--- src/rtl/alu_seq_hs.sv ---
`default_nettype none
// +--------------------------------------------------------------------------+
// | alu_seq_hs : registered handshake ALU with shift-add multiplier.         |
// | Define ALU_SAT_EN for signed-saturating ADD/SUB.  Rev 1.0                |
// +--------------------------------------------------------------------------+
module alu_seq_hs #(
  parameter int WIDTH = 8
) (
  input  logic             clk,
  input  logic             rst,
  input  logic [WIDTH-1:0] a,
  input  logic [WIDTH-1:0] b,
  input  logic [2:0]       select,
  input  logic             in_valid,
  output logic             in_ready,
  output logic [WIDTH-1:0] out,
  output logic [WIDTH-1:0] out_hi,
  output logic [3:0]       flags,
  output logic             out_valid,
  input  logic             out_ready
);

  localparam int CNT_W = $clog2(WIDTH) + 1;
  localparam int SH_W  = CNT_W - 1;

  localparam logic [2:0] OP_ADD = 3'b000;
  localparam logic [2:0] OP_SUB = 3'b001;
  localparam logic [2:0] OP_AND = 3'b010;
  localparam logic [2:0] OP_OR  = 3'b011;
  localparam logic [2:0] OP_XOR = 3'b100;
  localparam logic [2:0] OP_NOT = 3'b101;
  localparam logic [2:0] OP_MUL = 3'b110;
  localparam logic [2:0] OP_SHL = 3'b111;

  // S_EXEC is the single compute cycle that gives non-MUL ops their one-clock latency.
  typedef enum logic [1:0] {
    S_IDLE    = 2'd0,
    S_EXEC    = 2'd1,
    S_MUL_RUN = 2'd2,
    S_DONE    = 2'd3
  } state_t;

  state_t               state_q, state_d;
  logic [WIDTH-1:0]     a_q, a_d;
  logic [WIDTH-1:0]     b_q, b_d;
  logic [2:0]           op_q, op_d;
  logic [2*WIDTH-1:0]   prod_q, prod_d;
  logic [CNT_W-1:0]     cnt_q, cnt_d;
  logic [WIDTH-1:0]     out_q, out_d;
  logic [WIDTH-1:0]     out_hi_q, out_hi_d;
  logic [3:0]           flags_q, flags_d;

  logic [WIDTH:0]       add_w;
  logic [WIDTH:0]       sub_w;
  logic [WIDTH:0]       shl_w;
  logic [SH_W-1:0]      sh_amt;
  logic [WIDTH-1:0]     alu_res;
  logic                 alu_c;
  logic                 alu_v;
  logic [WIDTH:0]       mul_upper;

`ifdef ALU_SAT_EN
  localparam logic [WIDTH-1:0] SAT_MAX = {1'b0, {(WIDTH-1){1'b1}}};
  localparam logic [WIDTH-1:0] SAT_MIN = {1'b1, {(WIDTH-1){1'b0}}};
`endif

  always_comb begin
    add_w   = {1'b0, a_q} + {1'b0, b_q};
    sub_w   = {1'b0, a_q} - {1'b0, b_q};
    sh_amt  = b_q[SH_W-1:0];
    // Bit WIDTH of the widened shift holds the last bit pushed out of the result.
    shl_w   = {1'b0, a_q} << sh_amt;
    alu_res = '0;
    alu_c   = 1'b0;
    alu_v   = 1'b0;
    case (op_q)
      OP_ADD: begin
        alu_res = add_w[WIDTH-1:0];
        alu_c   = add_w[WIDTH];
        alu_v   = (a_q[WIDTH-1] == b_q[WIDTH-1]) && (add_w[WIDTH-1] != a_q[WIDTH-1]);
      end
      OP_SUB: begin
        alu_res = sub_w[WIDTH-1:0];
        alu_c   = sub_w[WIDTH];
        alu_v   = (a_q[WIDTH-1] != b_q[WIDTH-1]) && (sub_w[WIDTH-1] != a_q[WIDTH-1]);
      end
      OP_AND: alu_res = a_q & b_q;
      OP_OR:  alu_res = a_q | b_q;
      OP_XOR: alu_res = a_q ^ b_q;
      OP_NOT: alu_res = ~a_q;
      OP_SHL: begin
        if ({1'b0, sh_amt} < CNT_W'(WIDTH)) begin
          alu_res = shl_w[WIDTH-1:0];
          alu_c   = (sh_amt != '0) && shl_w[WIDTH];
        end
      end
      default: alu_res = '0;
    endcase
`ifdef ALU_SAT_EN
    // Overflow direction follows the sign of a for both ADD and SUB.
    if (alu_v) begin
      alu_res = a_q[WIDTH-1] ? SAT_MIN : SAT_MAX;
    end
`endif
  end

  always_comb begin
    state_d   = state_q;
    a_d       = a_q;
    b_d       = b_q;
    op_d      = op_q;
    prod_d    = prod_q;
    cnt_d     = cnt_q;
    out_d     = out_q;
    out_hi_d  = out_hi_q;
    flags_d   = flags_q;
    mul_upper = {1'b0, prod_q[2*WIDTH-1:WIDTH]} + (prod_q[0] ? {1'b0, a_q} : {(WIDTH+1){1'b0}});
    case (state_q)
      S_IDLE: begin
        if (in_valid) begin
          a_d     = a;
          b_d     = b;
          op_d    = select;
          prod_d  = {{WIDTH{1'b0}}, b};
          cnt_d   = '0;
          state_d = (select == OP_MUL) ? S_MUL_RUN : S_EXEC;
        end
      end
      S_EXEC: begin
        out_d    = alu_res;
        out_hi_d = '0;
        flags_d  = {alu_res[WIDTH-1], alu_v, alu_c, (alu_res == '0)};
        state_d  = S_DONE;
      end
      S_MUL_RUN: begin
        if (cnt_q == CNT_W'(WIDTH)) begin
          out_d    = prod_q[WIDTH-1:0];
          out_hi_d = prod_q[2*WIDTH-1:WIDTH];
          flags_d  = {prod_q[2*WIDTH-1], 1'b0, (prod_q[2*WIDTH-1:WIDTH] != '0), (prod_q == '0)};
          state_d  = S_DONE;
        end else begin
          // Multiplier bits leave from the bottom as the partial sum enters at the top.
          prod_d = {mul_upper, prod_q[WIDTH-1:1]};
          cnt_d  = cnt_q + CNT_W'(1);
        end
      end
      S_DONE: begin
        if (out_ready) begin
          state_d = S_IDLE;
        end
      end
      default: state_d = S_IDLE;
    endcase
  end

  always_ff @(posedge clk) begin
    if (rst) begin
      state_q  <= S_IDLE;
      a_q      <= '0;
      b_q      <= '0;
      op_q     <= '0;
      prod_q   <= '0;
      cnt_q    <= '0;
      out_q    <= '0;
      out_hi_q <= '0;
      flags_q  <= '0;
    end else begin
      state_q  <= state_d;
      a_q      <= a_d;
      b_q      <= b_d;
      op_q     <= op_d;
      prod_q   <= prod_d;
      cnt_q    <= cnt_d;
      out_q    <= out_d;
      out_hi_q <= out_hi_d;
      flags_q  <= flags_d;
    end
  end

  assign in_ready  = (state_q == S_IDLE);
  assign out_valid = (state_q == S_DONE);
  assign out       = out_q;
  assign out_hi    = out_hi_q;
  assign flags     = flags_q;

endmodule
`default_nettype wire
--- config.mk ---
export PLATFORM = sky130hd
export DESIGN_NAME = alu_seq_hs
export DESIGN_NICKNAME = d
export VERILOG_FILES = /design/src/rtl/alu_seq_hs.sv
export SDC_FILE = /design/constraint.sdc
export NUM_CORES = 1
export LEC_CHECK = 0
export BUFFER_PORTS_ARGS = -buffer_cell sky130_fd_sc_hd__buf_2
export CORE_MARGIN = 8
export CORE_UTILIZATION = 36
export CTS_CLUSTER_DIAMETER = 80
export CTS_CLUSTER_SIZE = 14
export DETAILED_ROUTE_END_ITERATION = 6
export PLACE_DENSITY = 0.56
export SYNTH_ARGS = -nofsm -noshare
export SYNTH_HDL_FRONTEND = slang
export SYNTH_SLANG_ARGS = --single-unit
export TNS_END_PERCENT = 30
--- constraint.sdc ---
create_clock -name clk -period 6.35 [get_ports clk]
set_clock_uncertainty 0.2 [all_clocks]
set_input_delay 0.3175 -clock clk [delete_from_list [all_inputs] [get_ports clk]]
set_output_delay 0.3175 -clock clk [all_outputs]
set_load 0.02 [all_outputs]
* After elaboration in Yosys (flattened, before gate mapping)
Index checks and enable logic that the tools add are counted.
** Storage, ports and cells
- Output and inout port bits :: 22
- Input port bits :: 23
- Word-level logic and storage cells :: 73
- Flip-flop bits (word level) :: 61
** Operators by class
- Mux-type cells :: 21
- $add $sub $neg :: 4
- Reductions and logical operators :: 15
- Shifts and indexed selects :: 1
- Eq/ne operators :: 19
- Bitwise logic cells :: 4
** Operator list (count)
- $pmux 8 s7 :: 1
- $mux 16 :: 2
- $pmux 16 s2 :: 1
- $pmux 8 s2 :: 2
- $mux 8 :: 3
- $add 8x8->9 :: 2
- $logic_not 16->1 :: 1
- $pmux 4 s2 :: 2
- $eq 3x3->1 const B :: 4
- $mux 4 :: 3
- $shl 8x3->9 :: 1
- $sub 8x8->9 :: 1
- $and 8x8->8 :: 1
- $logic_not 8->1 :: 1
- $mux 2 :: 4
- $not 8->8 :: 1
- $or 8x8->8 :: 1
- $pmux 2 s4 :: 1
- $reduce_bool 8->1 :: 1
- $xor 8x8->8 :: 1
- $eq 3x2->1 const B :: 2
- $ne 2x2->1 const B :: 3
- $reduce_and 3->1 :: 2
- $add 4x1->4 const B :: 1
- 15 further kinds :: 22

* Logic depth before layout (Yosys ltp)
- Depth after elaboration :: 5
- Gate-level depth with buffers :: 10
- Gate-level depth less buffers :: 9

* Least setup slack after synthesis
Ideal clock, no wire load.
- Path kind :: register to register
- Start point :: register b_q[1]
- End point :: register flags_q[0], in the netlist flags[0]
- Setup time :: 0.096 ns
- Stages on the path, launching flop included :: 10
- Setup slack :: 2.821 ns
- Buffers on the path :: 1
- Arrival :: 3.233 ns
- Cell sequence :: dfxtp_1 > clkbuf_1 > inv_1 > ha_1 > mux2_4 > a221o_1 > a221o_1 > or4_1 > or4b_1 > o41ai_2
** Between the ends
- Longest elaborated chain between the ends :: 4
- Elaborated cells on any way between the ends :: 9
- Those cells by class :: add/sub: 2; shift: 1; mux: 2; bitwise: 3; reduce/logical: 1
** RTL lines
- start: declaration :: RTL line 45 : logic [WIDTH-1:0] b_q, b_d;
- start signal: assignment :: RTL line 160 : b_q <= '0;
- start signal: assignment :: RTL line 170 : b_q <= b_d;
- $sub 8x8->9 (tied with other cells) :: RTL line 69 : sub_w = {1'b0, a_q} - {1'b0, b_q};
- $pmux 8 s7 (*) :: RTL line 76 : case (op_q)
- $logic_not 8->1 (*) :: RTL line 132 : flags_d = {alu_res[WIDTH-1], alu_v, alu_c, (alu_res == '0)};
- $pmux 4 s2 (*) :: RTL line 118 : case (state_q)
- end signal: assignment :: RTL line 176 : flags_q <= flags_d;
- end: declaration :: RTL line 51 : logic [3:0] flags_q, flags_d;
Mark *: on every way between the ends. The rest lies on a longest branch, timed or not.
A chain may end at the register's enable or synchronous reset.

* Worst setup path after layout
- Start point :: register b_q[0]
- End point :: register flags_q[0], in the netlist flags[0]
The elaborated chain is that of the path after synthesis.

==> run_results.csv <==
group,metric,value,unit
detailed_routing,vias_per_cell,5.54,
clock_network,clk_path_buf_depth,2,
grt,grt_first_pass_wirelength,22.0,mm
synthesis,syn_area,4480,um2
timing,rsz0062_at_grt,"no",
final_layout,seq_area,1220,um2
die,die_y,128,um
clock_network,ctsRootBufferMaster,"clkbuf_16",
final_layout,multi_input_area,3000,um2
synthesis,synth_nets,633,
clock_network,hold_buffers,0,
place,post-dp-hpwl,10.0,mm
place,gp_routability_congestion,0.949,
flow_run,cap_violations,0,
synthesis,synth.distinct_cells,68,
grt,antenna_found_initial,0,
worst_setup_path,worstPathMaxFanout,10,
final_layout,fin_util,42.2,%
worst_setup_path,arrival,3800,ps
die,fp.dieW,128,um
timing,max_slew_margin,39.5,%
timing,max_freq,0.265,GHz
clock_network,cts_resized,0,
detailed_routing,drcViolationCount,0,
detailed_routing,wl_per_cell,17.6,um
synthesis,async_flop_share,0,%
grt,first_global_vias,4182,
worst_setup_path,cp.required,6380,ps
clock_network,path_clk_slew,50,ps
grt,gr-usage-met1,22.1,%
place,pre_cts_ws,2590,ps
grt,gr-usage-met3,3.91,%
timing,setup_violations,0,
final_layout,fill_cells,1263,
synthesis,synth_warnings,0,
place,io_buffer_count,44,
worst_setup_path,start_kind,"register",
synthesis,synth_ff_type,"dfxtp_1",
grt,grt_use_met2,26.6,%
final_layout,insertedDiodeCount,0,
timing,post-route-min-period,3770,ps
die,initial_core_util,37.0,%
final_layout,drive_above_1_share,13.7,%
synthesis,synth-edff-count,0,
worst_setup_path,setup.worst_path.class,"register to register",
die,pin_count,45,
detailed_routing,first_iter_violations,290,
die,rows,40,
grt,track_usage,16.9,%
detailed_routing,final_antenna_net_count,0,
clock_network,cts_setup_buffers,0,
timing,timing.final.ws_setup,2580,ps
grt,busiest_layer,"met2",
grt,grt_overflow,0,
synthesis,syn_area_per_cell,7.88,um2
pwr,power.density,317,nW/um2
pwr,total_power,1.62,mW
clock_network,numCtsBuffers,9,
timing,setup_tns,0,ps
detailed_routing,vias,4246,
die,fp.coreArea,12100,um2
status,status,"finished, final reports clean",
timing,worstMarginPinSlew,905,ps
worst_hold_path,hold_class,"primary input to register",
clock_network,cts_tree,"built",
pwr,leakagePower,2.12,nW
clock_network,cts_sinks,61,
worst_setup_path,critPathCaptureType,"register",
timing,finalHoldViolations,0,
final_layout,syn_to_final_growth,14.0,%
synthesis,ys_seq_elements,61,
clock_network,htree_levels,3,
detailed_routing,drtPass1Iterations,5,
synthesis,synthCells,569,
grt,grt_max_degree,68,
clock_network,clk_latency,330,ps
final_layout,nets,658,
timing,period_share,59.4,%
timing,slew_violations,0,
timing,hold_ws,26.6,ps
detailed_routing,drt-total-wl,13.5,mm
synthesis,yosysSeqAreaShare,27.2,%
die,die-area,16300,um2
pwr,vdd_drop_max,0.173,mV
==> path summary, 6_finish.rpt <==
kind                                           from                     to  slack (ps)  cells after the start
worst max-delay path            b_q[0]$_SDFFE_PP0P_  flags[0]$_SDFFE_PP0P_        2580                      8
worst min-delay path                           a[1]    a_q[1]$_SDFFE_PP0P_          30                      3
worst max register to register  b_q[0]$_SDFFE_PP0P_  flags[0]$_SDFFE_PP0P_        2580                      8
worst min register to register  out[2]$_SDFFE_PP0P_    out[2]$_SDFFE_PP0P_         250                      2
==> per-stage QoR <==
step	instance area, um2	cells
after floorplan	4480	569
after global placement	4810	751
after detailed placement	4810	751
after CTS	5110	767
after global routing	5110	767
final	5110	767
==> cell families (layout without fill, tap and decap cells) <==
| group | after synthesis | in the layout | share of synthesized area, % |
|---|---|---|---|
| AO/OA/AOI/OAI | 152 | 152 | 22.3 |
| adder cells (fa/ha/maj) | 41 | 41 | 11.9 |
| flip-flops | 61 | 61 | 27.2 |
| multiplexers | 23 | 23 | 6.39 |
| buffers and inverters | 67 | 97 | 6.03 |
| XOR/XNOR | 9 | 9 | 1.76 |
| AND/OR/NAND/NOR | 216 | 216 | 24.3 |
==> report_power, final <==
part	leakage (nW)	switching (mW)	internal [mW]
Combinational	1.49	0.396	0.221
Clock	0.140	0.182	0.313
Sequential	0.497	0.0738	0.433
Total	2.12	0.652	0.966
==> Yosys cell counts, drive strengths merged, types with 8 or more instances <==
cell type,instances,area share (%)
a21oi,61,6.8
a21o,9,1.5
clkbuf,26,2.2
ha,38,11
buf,9,1.1
a22oi,9,1.5
nor2b,8,1.2
dfxtp,61,27
nor2,49,4.1
nand2b,15,2.1
and3,11,1.5
inv,30,2.5
o211ai,12,2.0
o21ai,14,1.6
nor3,13,1.5
and2,13,1.8
mux2i,17,3.8
nand2,64,5.4
nand3b,11,1.8
==> state kept, by name, indices dropped and copies added, names as in the netlist <==
| name | count |
|---|---|
| a_q | 8 |
| b_q | 8 |
| cnt_q | 4 |
| flags | 4 |
| op_q | 3 |
| out | 8 |
| out_hi | 8 |
| prod_q | 16 |
| state_q | 2 |
==> cell type report <==
class / instances / share of cell area, %
sequential: 61 / 23.9
inverter: 31 / 2.28
timing repair buffer: 50 / 5.19
clock inverter: 6 / 1.22
tap: 168 / 4.11
multi-input combinational: 441 / 58.6
clock buffer: 10 / 4.68
==> layer usage <==
| layer | part of all wire (%) | vias to the layer above |
|---|---|---|
| met5 | 0 | - |
| met4 | 2.1 | 0 |
| met3 | 7.1 | 19 |
| met2 | 44 | 149 |
| met1 | 46 | 2001 |
| li1 | - | 2077 |
==> placed cells by master, fill, tap and decap left out, types with 7 or more instances in the layout <==
cell type   n
a21o_1      8
a21oi_1    60
a22oi_1     9
and2_1      9
and3_1     11
buf_2      44
clkbuf_16   9
dfxtp_1    61
ha_1       38
inv_1      29
mux2i_1    17
nand2_1    64
nand2b_1   15
nand3_1     7
nand3b_1   11
nor2_1     49
nor2b_1     7
nor3_1     13
o211ai_1   12
o21ai_0    13
==> worst max-delay path, cell delays in order, from the launching register on <==
cell and delay, ps:
dfxtp_1 600, ha_1 310, fa_1 440, mux2_4 280, a221o_1 290, a221o_1 340
or4_1 490, or4b_1 500, o41ai_2 230
Power figures use the tool's default switching activity.
